**src/rtl/wimax_pkg.sv**
```systemverilog
// Shared constants and types for the WiMAX block bit interleaver.
package wimax_pkg;
  localparam int unsigned NCBPS = 192;
  localparam int unsigned NCPC  = 2;
  localparam int unsigned S     = (NCPC / 2 > 1) ? NCPC / 2 : 1;
  localparam int unsigned D     = 16;

  typedef logic [$clog2(NCBPS)-1:0] bit_idx_t;
endpackage

```
**src/rtl/interleaver_addr_gen.sv**
```systemverilog
// Combinational input-index to interleaved-address mapping (both 802.16 permutations).
module interleaver_addr_gen #(
  parameter int unsigned Ncbps = 192,
  parameter int unsigned Ncpc  = 2,
  parameter int unsigned s     = (Ncpc / 2 > 1) ? Ncpc / 2 : 1,
  parameter int unsigned d     = 16
) (
  input  logic [$clog2(Ncbps)-1:0] k,
  output logic [$clog2(Ncbps)-1:0] j
);
  localparam int unsigned W = $clog2(Ncbps);

  logic [31:0] kk;
  logic [31:0] m;
  logic [31:0] jj;

  always_comb begin
    kk = 32'(k);
    m  = (Ncbps / d) * (kk % d) + kk / d;
    jj = s * (m / s) + ((m + Ncbps - (d * m) / Ncbps) % s);
    j  = W'(jj);
  end
endmodule

```
**src/rtl/wimax_interleaver.sv**
```systemverilog
// Ping-pong block bit interleaver: permuted writes into one bank while the other streams out in order.
module wimax_interleaver
  import wimax_pkg::*;
#(
  parameter int unsigned Ncbps = NCBPS,
  parameter int unsigned Ncpc  = NCPC,
  parameter int unsigned s     = S,
  parameter int unsigned d     = D
) (
  input  logic                     clk,
  input  logic                     resetN,
  input  logic                     data_in,
  input  logic                     valid_in,
  output logic                     ready_out,
  output logic                     data_out,
  output logic                     valid_out,
  input  logic                     ready_in,
  output logic [$clog2(Ncbps)-1:0] data_out_index
);
  localparam int unsigned W    = $clog2(Ncbps);
  localparam logic [W-1:0] LAST = W'(Ncbps - 1);

  logic [Ncbps-1:0] bank [2];
  logic [1:0]       full;
  logic             wr_sel;
  logic             rd_sel;
  logic [W-1:0]     wr_cnt;
  logic [W-1:0]     rd_cnt;
  logic [W-1:0]     wr_addr;
  logic             wr_en;
  logic             rd_en;
  logic             wr_last;
  logic             rd_last;

  interleaver_addr_gen #(
    .Ncbps(Ncbps),
    .Ncpc (Ncpc),
    .s    (s),
    .d    (d)
  ) u_addr_gen (
    .k(wr_cnt),
    .j(wr_addr)
  );

  assign ready_out      = !full[wr_sel];
  assign valid_out      = full[rd_sel];
  assign data_out       = bank[rd_sel][rd_cnt];
  assign data_out_index = rd_cnt;

  assign wr_en   = valid_in && ready_out;
  assign rd_en   = valid_out && ready_in;
  assign wr_last = (wr_cnt == LAST);
  assign rd_last = (rd_cnt == LAST);

  always_ff @(posedge clk or posedge resetN) begin
    if (resetN) begin
      bank[0] <= '0;
      bank[1] <= '0;
      full    <= '0;
      wr_sel  <= 1'b0;
      rd_sel  <= 1'b0;
      wr_cnt  <= '0;
      rd_cnt  <= '0;
    end else begin
      if (wr_en) begin
        bank[wr_sel][wr_addr] <= data_in;
        wr_cnt <= wr_last ? '0 : wr_cnt + W'(1);
        if (wr_last) wr_sel <= ~wr_sel;
      end
      if (rd_en) begin
        rd_cnt <= rd_last ? '0 : rd_cnt + W'(1);
        if (rd_last) rd_sel <= ~rd_sel;
      end
      // A filling bank is never full and a draining bank always is, so these never target the same flag.
      if (wr_en && wr_last) full[wr_sel] <= 1'b1;
      if (rd_en && rd_last) full[rd_sel] <= 1'b0;
    end
  end
endmodule

```
**config.mk**
```make
export PLATFORM = sky130hd
export DESIGN_NAME = wimax_interleaver
export DESIGN_NICKNAME = d
export VERILOG_FILES = /design/src/rtl/wimax_pkg.sv /design/src/rtl/interleaver_addr_gen.sv /design/src/rtl/wimax_interleaver.sv
export SDC_FILE = /design/constraint.sdc
export NUM_CORES = 1
export LEC_CHECK = 0
export CORE_UTILIZATION = 54
export DETAILED_ROUTE_END_ITERATION = 8
export PLACE_DENSITY = 0.7
export SLEW_MARGIN = 20
export SYNTH_ARGS = -nofsm -noshare
export SYNTH_HDL_FRONTEND = slang
export SYNTH_SLANG_ARGS = --single-unit
```
**constraint.sdc**
```tcl
create_clock -name clk -period 34.7 [get_ports clk]
set_input_delay 3.47 -clock clk [delete_from_list [all_inputs] [get_ports clk]]
set_output_delay 3.47 -clock clk [all_outputs]
set_load 0.02 [all_outputs]
```
# Word-level counts from Yosys, hierarchy flattened

Cells that the tools add are included.

Flip-flop bits (word level): 404
Input bits: 5
Output and inout port bits: 11
Word-level logic and storage cells: 63

Add/subtract/negate cells: 3
Multiply operators: 1
$lt $le $gt $ge: 10
Eq/ne operators: 2
Mux-type cells: 22
Bitwise logic cells: 7
Reduce and logical (&&, ||, !) cells: 11

Operator list:

| cell                  | count |
|---|---|
| $mux W192             | 4 |
| $bwmux W384           | 1 |
| $demux W192 S1        | 1 |
| $lt A8 B9 Y1 const B  | 2 |
| $add A8 B1 Y8 const B | 2 |
| $eq A8 B8 Y1 const B  | 2 |
| $mux W8               | 2 |
| $add A8 B4 Y8         | 1 |
| $bmux W1 S8           | 1 |
| $demux W1 S8          | 1 |
| $ge A8 B1 Y1 const B  | 1 |
| $logic_and A1 B1 Y1   | 8 |
| $mux W1               | 8 |
| $mul A2 B4 Y6 const A | 1 |
| $ge A2 B2 Y1 const B  | 2 |
| $lt A1 B2 Y1 const B  | 2 |
| $mux W2               | 2 |
| $not A1 Y2            | 2 |
| $reduce_and A2 Y1     | 2 |
| $and A2 B2 Y2         | 1 |
| $demux W1 S1          | 2 |
| $ge A1 B1 Y1 const B  | 2 |
| $lt A2 B1 Y1 const B  | 1 |
| $not A1 Y1            | 2 |
| 3 further kinds       | 3 |

# Logic depth before layout (Yosys ltp)

Depth after elaboration: 9
Mapped depth: 11
Depth with buffers taken out: 9

# Hierarchy

From an unflattened synthesis, not the netlist that was laid out.

Cell total of the unflattened synthesis: 1713
Area total of the unflattened synthesis: 20537.2 µm²

Modules (own cells, without submodules):

| module               | instances | cells each | area an instance (µm²) | sequential area each (µm²) |
|---|---|---|---|---|
| wimax_interleaver    | 1         | 1677       | 20235.7                | 10109.7 |
| interleaver_addr_gen | 1         | 36         | 301.5                  | 0.0 |

# Worst setup path after synthesis

OpenSTA, ideal clock, no wires.

Path kind: register to output
Start: register rd_cnt[0] (netlist: data_out_index[0])
End: output data_out
Data arrival time: 2941 ps
Required time: 31230 ps
Slack: 28289 ps
Stages on the path, launching flop included: 12
Path buffers: 4
Cells stage by stage: dfrtp_1 -> buf_2 -> buf_2 -> buf_2 -> buf_2 -> mux2i_1 -> o221ai_1 -> a221oi_1 -> a21oi_1 -> a311oi_1 -> a31oi_1 -> a211o_1

Word-level cells in the longest chain between the ends: 2

Ends and longest elaborated chain:

| what                          | RTL line                | source |
|---|---|---|
| start: declaration            | wimax_interleaver.sv:28 | `logic [W-1:0] rd_cnt;` |
| start signal: assignment      | wimax_interleaver.sv:71 | `rd_cnt <= rd_last ? '0 : rd_cnt + W'(1);` |
| $bmux W1 S8                   | wimax_interleaver.sv:47 | `assign data_out = bank[rd_sel][rd_cnt];` |
| $mux W1 (not written as such) | wimax_interleaver.sv:47 |  |
| end: declaration              | wimax_interleaver.sv:15 | `output logic data_out,` |

No other way between the ends. The select of a mux whose other input is x is not followed.

# Final worst setup path

Ends and elaborated chain as after synthesis.

==> reports/results.ini <==
[setup_path]
crit_buf_inv=3
critPathMaxStageDelay_ns=0.94
worstRegToRegCells=10
crit_family=buffers and inverters
required_ns=31.23
critPathArrivalTime_ns=5.41
rr_startpoint=wr_cnt[0]
path_class=flop to output pin
crit_fanout=42
path_cells=buf_4, buf_4, mux4_2, mux4_2, nor2_1, nor2_1, o221ai_1, nor2_1, a211o_1, clkdlybuf4s50_1
cp-end-kind=output pin
worst_setup_path_start_kind=flop
critical_path.most_common_cell=nor2_1
critical_path_depth=10
slowest_stage=dfrtp_4
crit_start=data_out_index[0]

[logic_synthesis]
synth_area_um2=21400
syn_inst=1798
yosys_warnings=0
synth-seq-area-share_pct=47.3
ys.flop_type=dfrtp_1
synth_edf_count=0
syn_avg_cell_area_um2=11.9
yosysUniqueCellTypes=64
synth_area_leaders=dfrtp_1, mux2_2, mux4_2, nand3_1, clkbuf_1
postSynthNetCount=1813
synth-seq-cells=404
ys_async_sr_fraction_pct=100
synth_top_area_cell=dfrtp_1
synth_top_area_share_pct=47.3

[global_routing]
antenna_found_initial=1
grt_pass1_wl_um=89800
grt.total_usage_pct=28.5
grt.overflow.total=0
grt_max_degree=221
grt_pass1_vias=15500

[finish]
drive_gt1_share_pct=33.4
fin_area_um2=23300
final_core_utilization_pct=60.0
nets=1731
layout_common_cells=dfrtp_1, mux2_2, nand3_1
insertedDiodeCount=0
finalNonFillerCells=2262
final_common_cell=dfrtp_1
area_delta_synth_final_pct=8.97

[timing]
setup-tns-final_ns=0
period_share_pct=25.6
finalCriticalPeriod_ns=8.88
fin_skew_ns=0.0229
slew-limit-headroom_pct=24.8
fmax_mhz=113
setup_viol=0
tightest_slew_ns=1.13
hold_violations=0
grt_setup_unrepaired=false
drv_slew=0

[cts]
cts_hold_buf=0
root_buffer=clkbuf_16
cts_buffers=45
clock-sinks=404
postCtsSetupBuffers=0
clk_pin_slew_ns=0.06
post_cts_resized=0
cts_tree=yes
ctsHtreeMaxLevel=2
clkLatencyLatePin_ns=0.58
clk_path_buf_depth=3

[min_path]
whs_path_depth=1
hp-class=flop to flop
hp-start=bank[193]

[floorplan]
die_x_um=201
initial_utilization_pct=55.0
io_pins=16
die_area_um2=40400
die_y_um=201
core_um2=38800
num_rows=72

[detailed_routing]
num_vias=14900
drt_wl_total_um=55900
drc=0
route.antenna.remaining_nets=0
drt-wirelength-per-cell_um=24.7
first_iter_violations=1279
drtPass1Iterations=5
via_per_inst=6.60

[power_and_ir_drop]
ir_drop_mv=0.129
power_mw=1.50
p_per_area_nw_per_um2=64.2
p_leak_nw=10.2

[run]
maxCapViolCount=0

[place]
dp_hpwl_um=32800
placed_cell_area_um2=21900
gp_congestion=0.840
port_buffers=15
dp_cells=2186

[outcome]
status=finished clean

## worst paths after layout
| kind | to | slack, ns |
|---|---|---|
| max in group asynchronous | rd_sel | 28.02 |
| max reg2reg | bank[148] | 29.72 |
| max | data_out | 25.82 |
| min reg2reg | bank[193] | 0.48 |
| min | bank[193] | 0.48 |
| min in group asynchronous | bank[114] | 3.52 |
## synth_stat cells, types with 8 or more instances
| cell type | number |
|---|---|
| dfrtp_1 | 404 |
| mux2_2 | 356 |
| nand3_1 | 268 |
| clkbuf_1 | 153 |
| mux4_2 | 81 |
| nor2_1 | 68 |
| nand2_1 | 62 |
| nor4_1 | 61 |
| nor3_1 | 51 |
| mux2i_1 | 47 |
| mux2_1 | 36 |
| buf_1 | 18 |
| o21ai_0 | 15 |
| buf_2 | 13 |
| a21oi_1 | 12 |
| nor2b_1 | 12 |
| inv_1 | 10 |
| a22oi_1 | 9 |
| xnor2_1 | 9 |
| ha_1 | 8 |
## cell families after synthesis
logic type | count (synthesis) | synth area share (%)
AOI/OAI and AO/OA | 100 | 3.41
muxes | 520 | 31.4
buffers and inverters | 200 | 3.75
and+or+nand+nor | 549 | 12.9
xor gates and xnor gates | 15 | 0.615
DFF | 404 | 47.3
adders and majority gates | 10 | 0.656
## cell type report
| class | instances | area, um2 |
|---|---|---|
| Clock buffer | 64 | 1300 |
| Clock inverter | 11 | 91.3 |
| Fill cell | 3108 | 15500 |
| Inverter | 11 | 48.8 |
| Multi-Input combinational cell | 1194 | 10600 |
| Sequential cell | 404 | 10100 |
| Tap cell | 518 | 648 |
| Timing Repair Buffer | 60 | 513 |
## sequential cells by signal, indices dropped and copies added, names as in the netlist
register and count:
bank 384, rd_sel 1, full 2, wr_cnt 8
wr_sel 1, data_out_index 8
## per-layer routing
layer  global-route usage [%]  part of all wire (%)  wire length, um
met1                     39.1                    42            23700
met2                     44.6                    47            26200
met3                     5.58                   7.0             3940
met4                     11.3                   3.7             2050
met5                        0                 0.014                8
## through the flow
stage,hold WS [ns],setup slack (ns)
after global placement,0.464,26.36
after floorplan,0.452,19.99
after detailed placement,0.474,26.35
final,0.481,25.82
after global routing,0.499,25.51
after CTS,0.488,25.73
## power by group
group | total [mW] | switching, mW | internal [mW]
sequential | 0.545 | 0.0303 | 0.514
clock | 0.456 | 0.190 | 0.266
combinational | 0.495 | 0.387 | 0.108
total | 1.50 | 0.608 | 0.888
Power figures use the tool's default switching activity.
